--- src/rtl/if_id_pipeline_ctrl_if.sv ---
// Handshake/control bundle between the IF/ID sequencing controller and its
// environment (hazard unit, branch resolution, PC and IF/ID registers).
interface if_id_pipeline_ctrl_if #(
  parameter int ADDR_WIDTH = 64,
  parameter int CNT_WIDTH  = 32
);
  logic                  start;
  logic                  fetch_ready;
  logic                  load_use_hazard;
  logic                  ext_stall;
  logic                  redirect;
  logic [ADDR_WIDTH-1:0] redirect_pc;
  logic                  inst_buffer_full;
  logic                  inst_buffer_empty;
  logic                  pc_stall;
  logic                  id_stall;
  logic                  id_flush;
  logic                  pc_load;
  logic [ADDR_WIDTH-1:0] pc_load_addr;
  logic                  id_valid;
  logic [2:0]            state;
  logic [CNT_WIDTH-1:0]  stall_cycles;
  logic [CNT_WIDTH-1:0]  flush_count;

  modport master (
    input  start, fetch_ready, load_use_hazard, ext_stall, redirect,
           redirect_pc, inst_buffer_full, inst_buffer_empty,
    output pc_stall, id_stall, id_flush, pc_load, pc_load_addr, id_valid,
           state, stall_cycles, flush_count
  );

  modport slave (
    output start, fetch_ready, load_use_hazard, ext_stall, redirect,
           redirect_pc, inst_buffer_full, inst_buffer_empty,
    input  pc_stall, id_stall, id_flush, pc_load, pc_load_addr, id_valid,
           state, stall_cycles, flush_count
  );
endinterface

--- src/rtl/if_id_pipeline_ctrl.sv ---
// IF->ID boundary sequencer: idle/refill/run/stall/flush control of the PC and
// IF/ID register, redirect handling and saturating stall/flush counters.
module if_id_pipeline_ctrl #(
  parameter int ADDR_WIDTH   = 64,
  parameter int FLUSH_CYCLES = 2,
  parameter int CNT_WIDTH    = 32
) (
  input  logic                    clk,
  input  logic                    reset,
  if_id_pipeline_ctrl_if.master   ctrl
);

  localparam int FCW = $clog2(FLUSH_CYCLES + 1);
  localparam logic [FCW-1:0]       FCNT_LOAD = FCW'(FLUSH_CYCLES);
  localparam logic [FCW-1:0]       FCNT_ONE  = FCW'(32'd1);
  localparam logic [CNT_WIDTH-1:0] CNT_ONE   = CNT_WIDTH'(32'd1);

  typedef enum logic [2:0] {
    ST_IDLE   = 3'd0,
    ST_REFILL = 3'd1,
    ST_RUN    = 3'd2,
    ST_STALL  = 3'd3,
    ST_FLUSH  = 3'd4
  } state_t;

  state_t                state_r;
  state_t                state_s;
  logic [FCW-1:0]        flush_cnt_r;
  logic                  pc_load_r;
  logic [ADDR_WIDTH-1:0] pc_load_addr_r;
  logic [CNT_WIDTH-1:0]  stall_cycles_r;
  logic [CNT_WIDTH-1:0]  flush_count_r;

  logic stall_term_s;
  logic accept_s;
  logic pc_stall_s;
  logic id_stall_s;
  logic id_flush_s;
  logic id_valid_s;

  // A full instruction buffer stalls even when fetch data is ready.
  assign stall_term_s = ctrl.load_use_hazard | ctrl.ext_stall |
                        ctrl.inst_buffer_full | ~ctrl.fetch_ready;

  // Next-state and combinational stall/flush outputs; redirect beats every stall term.
  always_comb begin
    state_s    = state_r;
    accept_s   = 1'b0;
    pc_stall_s = 1'b1;
    id_stall_s = 1'b1;
    id_flush_s = 1'b0;
    id_valid_s = 1'b0;
    case (state_r)
      ST_IDLE: begin
        if (ctrl.start) begin
          state_s = ST_REFILL;
        end else begin
          state_s = ST_IDLE;
        end
      end
      ST_REFILL: begin
        pc_stall_s = 1'b0;
        id_stall_s = 1'b0;
        if (ctrl.redirect) begin
          accept_s = 1'b1;
          state_s  = ST_FLUSH;
        end else if (ctrl.fetch_ready) begin
          state_s = ST_RUN;
        end else begin
          state_s = ST_REFILL;
        end
      end
      ST_RUN, ST_STALL: begin
        pc_stall_s = stall_term_s & ~ctrl.redirect;
        id_stall_s = stall_term_s & ~ctrl.redirect;
        id_valid_s = ~ctrl.inst_buffer_empty;
        if (ctrl.redirect) begin
          accept_s = 1'b1;
          state_s  = ST_FLUSH;
        end else if (stall_term_s) begin
          state_s = ST_STALL;
        end else begin
          state_s = ST_RUN;
        end
      end
      ST_FLUSH: begin
        pc_stall_s = 1'b0;
        id_stall_s = 1'b0;
        id_flush_s = 1'b1;
        if (ctrl.redirect) begin
          accept_s = 1'b1;
          state_s  = ST_FLUSH;
        end else if (flush_cnt_r <= FCNT_ONE) begin
          state_s = ST_REFILL;
        end else begin
          state_s = ST_FLUSH;
        end
      end
      default: begin
        state_s = ST_IDLE;
      end
    endcase
  end

  // State register, flush sequencing and redirect target capture.
  always_ff @(posedge clk or negedge reset) begin
    if (!reset) begin
      state_r        <= ST_IDLE;
      flush_cnt_r    <= '0;
      pc_load_r      <= 1'b0;
      pc_load_addr_r <= '0;
    end else begin
      state_r   <= state_s;
      pc_load_r <= accept_s;
      if (accept_s) begin
        flush_cnt_r    <= FCNT_LOAD;
        pc_load_addr_r <= ctrl.redirect_pc;
      end else if ((state_r == ST_FLUSH) && (flush_cnt_r != '0)) begin
        flush_cnt_r <= flush_cnt_r - FCNT_ONE;
      end else begin
        flush_cnt_r <= flush_cnt_r;
      end
    end
  end

  // Saturating performance counters.
  always_ff @(posedge clk or negedge reset) begin
    if (!reset) begin
      stall_cycles_r <= '0;
      flush_count_r  <= '0;
    end else begin
      if ((state_r == ST_STALL) && !(&stall_cycles_r)) begin
        stall_cycles_r <= stall_cycles_r + CNT_ONE;
      end else begin
        stall_cycles_r <= stall_cycles_r;
      end
      if (accept_s && !(&flush_count_r)) begin
        flush_count_r <= flush_count_r + CNT_ONE;
      end else begin
        flush_count_r <= flush_count_r;
      end
    end
  end

  assign ctrl.pc_stall     = pc_stall_s;
  assign ctrl.id_stall     = id_stall_s;
  assign ctrl.id_flush     = id_flush_s;
  assign ctrl.id_valid     = id_valid_s;
  assign ctrl.pc_load      = pc_load_r;
  assign ctrl.pc_load_addr = pc_load_addr_r;
  assign ctrl.state        = state_r;
  assign ctrl.stall_cycles = stall_cycles_r;
  assign ctrl.flush_count  = flush_count_r;

endmodule

--- src/flat_wrapper.sv ---
// flat-port wrapper written by rule: the top's interface ports become plain ports
module if_id_pipeline_ctrl_flat 
#(
  parameter int ADDR_WIDTH   = 64,
  parameter int FLUSH_CYCLES = 2,
  parameter int CNT_WIDTH    = 32
)
  (clk, reset, ctrl_start, ctrl_fetch_ready, ctrl_load_use_hazard, ctrl_ext_stall, ctrl_redirect, ctrl_redirect_pc, ctrl_inst_buffer_full, ctrl_inst_buffer_empty, ctrl_pc_stall, ctrl_id_stall, ctrl_id_flush, ctrl_pc_load, ctrl_pc_load_addr, ctrl_id_valid, ctrl_state, ctrl_stall_cycles, ctrl_flush_count);
  if_id_pipeline_ctrl_if #(.ADDR_WIDTH(ADDR_WIDTH), .CNT_WIDTH(CNT_WIDTH)) ctrl_i ();
  input  logic clk;
  input  logic reset;
  input wire logic [$bits(ctrl_i.start)-1:0] ctrl_start;
  input wire logic [$bits(ctrl_i.fetch_ready)-1:0] ctrl_fetch_ready;
  input wire logic [$bits(ctrl_i.load_use_hazard)-1:0] ctrl_load_use_hazard;
  input wire logic [$bits(ctrl_i.ext_stall)-1:0] ctrl_ext_stall;
  input wire logic [$bits(ctrl_i.redirect)-1:0] ctrl_redirect;
  input wire logic [$bits(ctrl_i.redirect_pc)-1:0] ctrl_redirect_pc;
  input wire logic [$bits(ctrl_i.inst_buffer_full)-1:0] ctrl_inst_buffer_full;
  input wire logic [$bits(ctrl_i.inst_buffer_empty)-1:0] ctrl_inst_buffer_empty;
  output wire logic [$bits(ctrl_i.pc_stall)-1:0] ctrl_pc_stall;
  output wire logic [$bits(ctrl_i.id_stall)-1:0] ctrl_id_stall;
  output wire logic [$bits(ctrl_i.id_flush)-1:0] ctrl_id_flush;
  output wire logic [$bits(ctrl_i.pc_load)-1:0] ctrl_pc_load;
  output wire logic [$bits(ctrl_i.pc_load_addr)-1:0] ctrl_pc_load_addr;
  output wire logic [$bits(ctrl_i.id_valid)-1:0] ctrl_id_valid;
  output wire logic [$bits(ctrl_i.state)-1:0] ctrl_state;
  output wire logic [$bits(ctrl_i.stall_cycles)-1:0] ctrl_stall_cycles;
  output wire logic [$bits(ctrl_i.flush_count)-1:0] ctrl_flush_count;
  assign ctrl_i.start = ctrl_start;
  assign ctrl_i.fetch_ready = ctrl_fetch_ready;
  assign ctrl_i.load_use_hazard = ctrl_load_use_hazard;
  assign ctrl_i.ext_stall = ctrl_ext_stall;
  assign ctrl_i.redirect = ctrl_redirect;
  assign ctrl_i.redirect_pc = ctrl_redirect_pc;
  assign ctrl_i.inst_buffer_full = ctrl_inst_buffer_full;
  assign ctrl_i.inst_buffer_empty = ctrl_inst_buffer_empty;
  assign ctrl_pc_stall = ctrl_i.pc_stall;
  assign ctrl_id_stall = ctrl_i.id_stall;
  assign ctrl_id_flush = ctrl_i.id_flush;
  assign ctrl_pc_load = ctrl_i.pc_load;
  assign ctrl_pc_load_addr = ctrl_i.pc_load_addr;
  assign ctrl_id_valid = ctrl_i.id_valid;
  assign ctrl_state = ctrl_i.state;
  assign ctrl_stall_cycles = ctrl_i.stall_cycles;
  assign ctrl_flush_count = ctrl_i.flush_count;
  if_id_pipeline_ctrl #(.ADDR_WIDTH(ADDR_WIDTH), .FLUSH_CYCLES(FLUSH_CYCLES), .CNT_WIDTH(CNT_WIDTH)) u_core (.clk(clk), .reset(reset), .ctrl(ctrl_i));
endmodule
--- config.mk ---
export PLATFORM = sky130hd
export DESIGN_NAME = if_id_pipeline_ctrl_flat
export DESIGN_NICKNAME = d
export VERILOG_FILES = /design/src/rtl/if_id_pipeline_ctrl_if.sv /design/src/rtl/if_id_pipeline_ctrl.sv /design/src/flat_wrapper.sv
export SDC_FILE = /design/constraint.sdc
export NUM_CORES = 1
export LEC_CHECK = 0
export CORE_ASPECT_RATIO = 2
export CORE_MARGIN = 2
export CORE_UTILIZATION = 48
export DETAILED_ROUTE_END_ITERATION = 12
export GPL_TIMING_DRIVEN = 0
export PLACE_DENSITY_LB_ADDON = 0.25
export SKIP_LAST_GASP = 1
export SYNTH_ARGS = -nofsm -noshare
export SYNTH_HDL_FRONTEND = slang
export SYNTH_SLANG_ARGS = --single-unit
--- constraint.sdc ---
create_clock -name clk -period 3.2 [get_ports clk]
set_input_delay 0.64 -clock clk [delete_from_list [all_inputs] [get_ports clk]]
set_output_delay 0.64 -clock clk [all_outputs]
set_load 0.03 [all_outputs]
# --- Yosys cells after proc, flatten, opt, wreduce, memory -nomap -nowiden ---
# Index checks and enable logic that the tools add are counted.
classes:
  muxes: 15
  order_cmp: 1
  add_sub_neg: 3
  n_reduce_logical: 13
  bitwise_logic: 7
  eq_ne: 4
ops:
  columns: ["cell", "n"]
  rows:
  - ["32-bit by 1-bit adder with 32-bit output, second input constant", 2]
  - ["32-bit AND reduction", 2]
  - ["3-bit 2-to-1 mux", 4]
  - ["3-bit one-hot mux with 4 select lines", 1]
  - ["3-bit by 2-bit == test with 1-bit output, second input constant", 2]
  - ["1-bit 2-to-1 mux", 6]
  - ["2-bit 2-to-1 mux", 3]
  - ["2-bit nonzero test", 2]
  - ["2-bit OR reduction", 2]
  - ["4-bit OR reduction", 1]
  - ["3-bit by 1-bit == test with 1-bit output, second input constant", 1]
  - ["3-bit == test, second input constant", 1]
  - ["1-bit logical AND", 3]
  - ["3-bit zero test", 1]
  - ["1-bit NOT", 3]
  - ["1-bit bitwise OR", 3]
  - ["2-bit by 1-bit <= comparator with 1-bit output, second input constant", 1]
  - ["1-bit zero test", 2]
  - ["1-bit one-hot mux with 2 select lines", 1]
  - ["2-bit by 1-bit subtractor with 2-bit output, second input constant", 1]
  - ["1-bit AND", 1]
word_totals:
  wordCells: 49
  out_inout_bits: 136
  ff_bits: 134
  input_bits: 73

# --- Logic depth before layout (Yosys ltp) ---
depth:
  depth_word: 6
  ltp_mapped: 9
  ltp_nobuf: 8

# --- Worst setup path after synthesis ---
# Ideal clock, no wire load.
synth_path:
  kind: "register to output"
  start: "reg u_core.state_r[2], in the netlist u_core.ctrl.state[2]"
  end: "out ctrl_pc_stall"
  path_stages_with_launch: 5
  required_ns: 2.560
  n_path_buf: 2
  slack_ns: 0.701
  arrival_time_ns: 1.859
  cell_sequence: "dfrtp_1 -> buf_2 -> xor2_1 -> o21ai_0 -> buf_4"
synth_via:
  elab_chain_len: 3
  elab_cells_between_ends: 7
  cone_classes: "4 x eq/ne; 1 x mux; 2 x reduce/logical"
synth_lines:
  columns: ["item", "line_no", "rtl"]
  rows:
  - ["from (decl)", "if_id_pipeline_ctrl.sv:26", "state_t state_r;"]
  - ["from (signal assigned)", "if_id_pipeline_ctrl.sv:113", "state_r <= state_s;"]
  - ["3-bit by 1-bit == test with 1-bit output, or another cell as far along", null, null]
  - ["2-bit OR reduction, on equally long branches", null, null]
  - ["1-bit one-hot mux with 2 select lines *", null, null]
  - ["to (decl)", "flat_wrapper.sv:20", "output wire logic [$bits(ctrl_i.pc_stall)-1:0] ctrl_pc_stall;"]
# Every way passes the cells marked *; elsewhere a longest branch is shown, timed or not.

# --- Worst setup path after layout ---
layout_path:
  start: "in ctrl_fetch_ready"
  end: "out ctrl_id_stall"
layout_via:
  elab_chain_len: 4
layout_lines:
  columns: ["item", "line_no", "rtl"]
  rows:
  - ["from (decl)", "flat_wrapper.sv:13", "input wire logic [$bits(ctrl_i.fetch_ready)-1:0] ctrl_fetch_ready;"]
  - ["1-bit NOT", "if_id_pipeline_ctrl.sv:43", "ctrl.inst_buffer_full | ~ctrl.fetch_ready;"]
  - ["1-bit bitwise OR", "if_id_pipeline_ctrl.sv:43", null]
  - ["1-bit AND", "if_id_pipeline_ctrl.sv:75", "id_stall_s = stall_term_s & ~ctrl.redirect;"]
  - ["1-bit one-hot mux with 2 select lines", "if_id_pipeline_ctrl.sv:53", "case (state_r)"]
  - ["to (decl)", "flat_wrapper.sv:21", "output wire logic [$bits(ctrl_i.id_stall)-1:0] ctrl_id_stall;"]
# No other way between the ends.

==> results_dict.tcl <==
set metrics [dict create \
    first_pass_iters 4 \
    r2r_start "u_core.ctrl.state[1]" \
    critPathMaxFanout 3 \
    final_cell_area_um2 8667 \
    netlist_area_um2 5766 \
    root_buffer "clkbuf_16" \
    tightest_slew_ps 608.7 \
    finClkSkew_ps 11.25 \
    ys_seq_elements 134 \
    p_int_mw 4.623 \
    cts_made_buffers 17 \
    finalPower_mw 7.564 \
    hold_viol 0 \
    combPwrFrac 0.413 \
    cp-startpoint "ctrl_fetch_ready" \
    cp_data_arrival_time_ps 2420 \
    cts_buffer_depth 2 \
    synth_common_cells "nand2_1 (215), dfrtp_1 (134), xnor2_1 (52)" \
    coreArea_um2 11700 \
    antenna_found_initial 0 \
    seqPwrFrac 0.326 \
    routed-via-count 5128 \
    min_period_over_period 0.9578 \
    switching_share 0.3889 \
    place_congestion 0.8814 \
    required_ps 2560 \
    report.final.slew_viol_count 0 \
    synth_edf_count 0 \
    drc 0 \
    fin_cells 976 \
    clk_pin_slew_ps 60 \
    routed_wl_mm 16.77 \
    grt_overflow 0 \
    yosys-top-cells-area "dfrtp_1 (58%), nand2_1 (14%), xnor2_1 (7.9%)" \
    grt_max_degree 95 \
    fmax_mhz 326.3 \
    period_needed_ps 3065 \
    synth_top_area_share 0.5816 \
    dp_hpwl_mm 12.45 \
    num_antenna_cells 0 \
    tns_ps 0 \
    yosysSeqAreaShare 0.5816 \
    grt_pass1_wl_mm 26.27 \
    detail-route-antenna-nets 0 \
    synth.distinct_cells 41 \
    postCtsSetupBuffers 0 \
    synth_area_per_cell_um2 9.772 \
    rsz0062_at_grt "false" \
    p_per_area_nw_per_um2 872.8 \
    wl_per_cell_um 17.19 \
    fillers 832 \
    die-area_um2 12960 \
    die_w_um 81.50 \
    r2r_slack_ps 570 \
    reg2reg_to "u_core.ctrl.state[2]" \
    netlist_instances 590 \
    hold_path_class "in2async" \
    first_global_vias 5368 \
    viasPerCell 5.254 \
    area_growth_pct 50.33 \
    synth-warning-count 0 \
    start_util 0.4927 \
    regArea_um2 3353 \
    outcome "finished clean" \
    max-cap-violations 0 \
    synth_top_area_cell "dfrtp_1" \
    worstSkewPairLatency_ps 410 \
    yosys_most_used_dff "dfrtp_1" \
    pwr-share-clk 0.261 \
    htreeDepth 4 \
    p_switching_mw 2.942 \
    finalSetupViolCount 0 \
    io_pins 209 \
    port_buffers 208 \
    grt_util_all_layers 0.2683 \
    dp_cells 944 \
    dieHeight_um 159.0 \
    r2r_cells 7 \
    crit_type "in2out" \
    p_leak_nw 3.932 \
    async_reset_ff_frac 1.000 \
    rows 56 \
    endpoint_kind "primary output" \
    synthesis.nets 667 \
    startpoint_type "primary input" \
    final_nets 895 \
    vdd_drop_max_mv 0.6173 \
    drive_above_1_share 0.05776 \
    place_area_um2 8058 \
    clkSinkCount 134 \
    slew_headroom 0.5942 \
    synth.most_common_cell "nand2_1" \
    cts_tree "built" \
    drt_iter0_drc 224 \
    multi_input_area_um2 2288 \
]
## routing by layer
metal / wire length (um) / up-vias / track usage
met4: 945 / 0 / 0.1641
li1: - / 2397 / -
met5: 0 / - / 0
met2: 9269 / 219 / 0.4791
met3: 979 / 64 / 0.07426
met1: 5578 / 2448 / 0.2592
## placed cells by master, fill, tap and decap left out, types with 17 or more instances in the layout
cell type	n
and3_1	19
clkbuf_1	18
clkbuf_16	17
clkdlybuf4s50_1	206
dfrtp_1	134
nand2_1	215
nand3_1	31
nand4_1	22
nor2_1	20
xnor2_1	52
## worst max-delay path, stage by stage
cell	delay (ps)
clkdlybuf4s50_1	500
nor4b_2	280
nor2_1	60
o21ai_0	150
o21ai_0	150
clkdlybuf4s50_1	640
## power groups by stage
stage	Sequential (mW)	Clock, mW	Combinational [mW]
2_1_floorplan	3.34	0	0.843
3_3_place_gp	2.46	0	3.08
3_5_place_dp	2.49	0	3.15
4_1_cts	2.47	2.00	3.17
5_1_grt	2.53	2.07	3.35
6_report	2.47	1.97	3.12
## through the flow
step / setup slack, ps / hold slack, ps / utilization
after floorplan: 700.9 / 344.4 / -
after global placement: -3567 / 457.9 / 0.6862
after detailed placement: -79.66 / 461.5 / 0.6886
after CTS: 36.84 / 137.2 / 0.7405
after global routing: 40.48 / 155.6 / 0.7407
final: 135.2 / 134.7 / 0.7407
## flip-flops by register name, indices dropped and copies added (netlist names)
signal / flops
u_core.ctrl.stall_cycles: 32
u_core.ctrl.pc_load_addr: 64
u_core.ctrl.state: 3
u_core.flush_cnt_r: 2
u_core.ctrl.flush_count: 32
u_core.ctrl.pc_load: 1
## cells by family (layout without fill, tap and decap cells)
family | Yosys count | in the layout | synth area share
buffers and inverters | 29 | 270 | 0.02257
DFF | 134 | 134 | 0.5816
xor gates and xnor gates | 58 | 58 | 0.08811
muxes | 4 | 4 | 0.007595
adders and majority gates | 4 | 4 | 0.008681
AOI/OAI and AO/OA | 19 | 19 | 0.02127
and+or+nand+nor | 342 | 342 | 0.2702
## final cells by class
class	instances	area share
plain buffers	22	0.01198
clock buffers	21	0.05197
clock inverters	11	0.01732
inverters	7	0.003032
multi-input cells	427	0.2640
flip-flops and latches	134	0.3869
well taps	145	0.02093
repair buffers	209	0.2438
## worst max-delay path by stage
stage          depth (start not counted)                            to  slack, ps
5_1_grt                                6                 ctrl_id_stall         40
3_5_place_dp                           7                 ctrl_pc_stall        -80
6_report                               6                 ctrl_id_stall        140
3_3_place_gp                           1  u_core.ctrl.pc_load_addr[14]      -3570
4_1_cts                                7                 ctrl_pc_stall         40
2_1_floorplan                          4                 ctrl_pc_stall        700
## what timing repair did
action,4_1_cts,5_1_grt
pin swaps,0,0
gates cloned,0,0
setup endpoints to repair,1,1
gates resized for setup,1,1
hold buffers,0,0
Power figures use the tool's default switching activity.
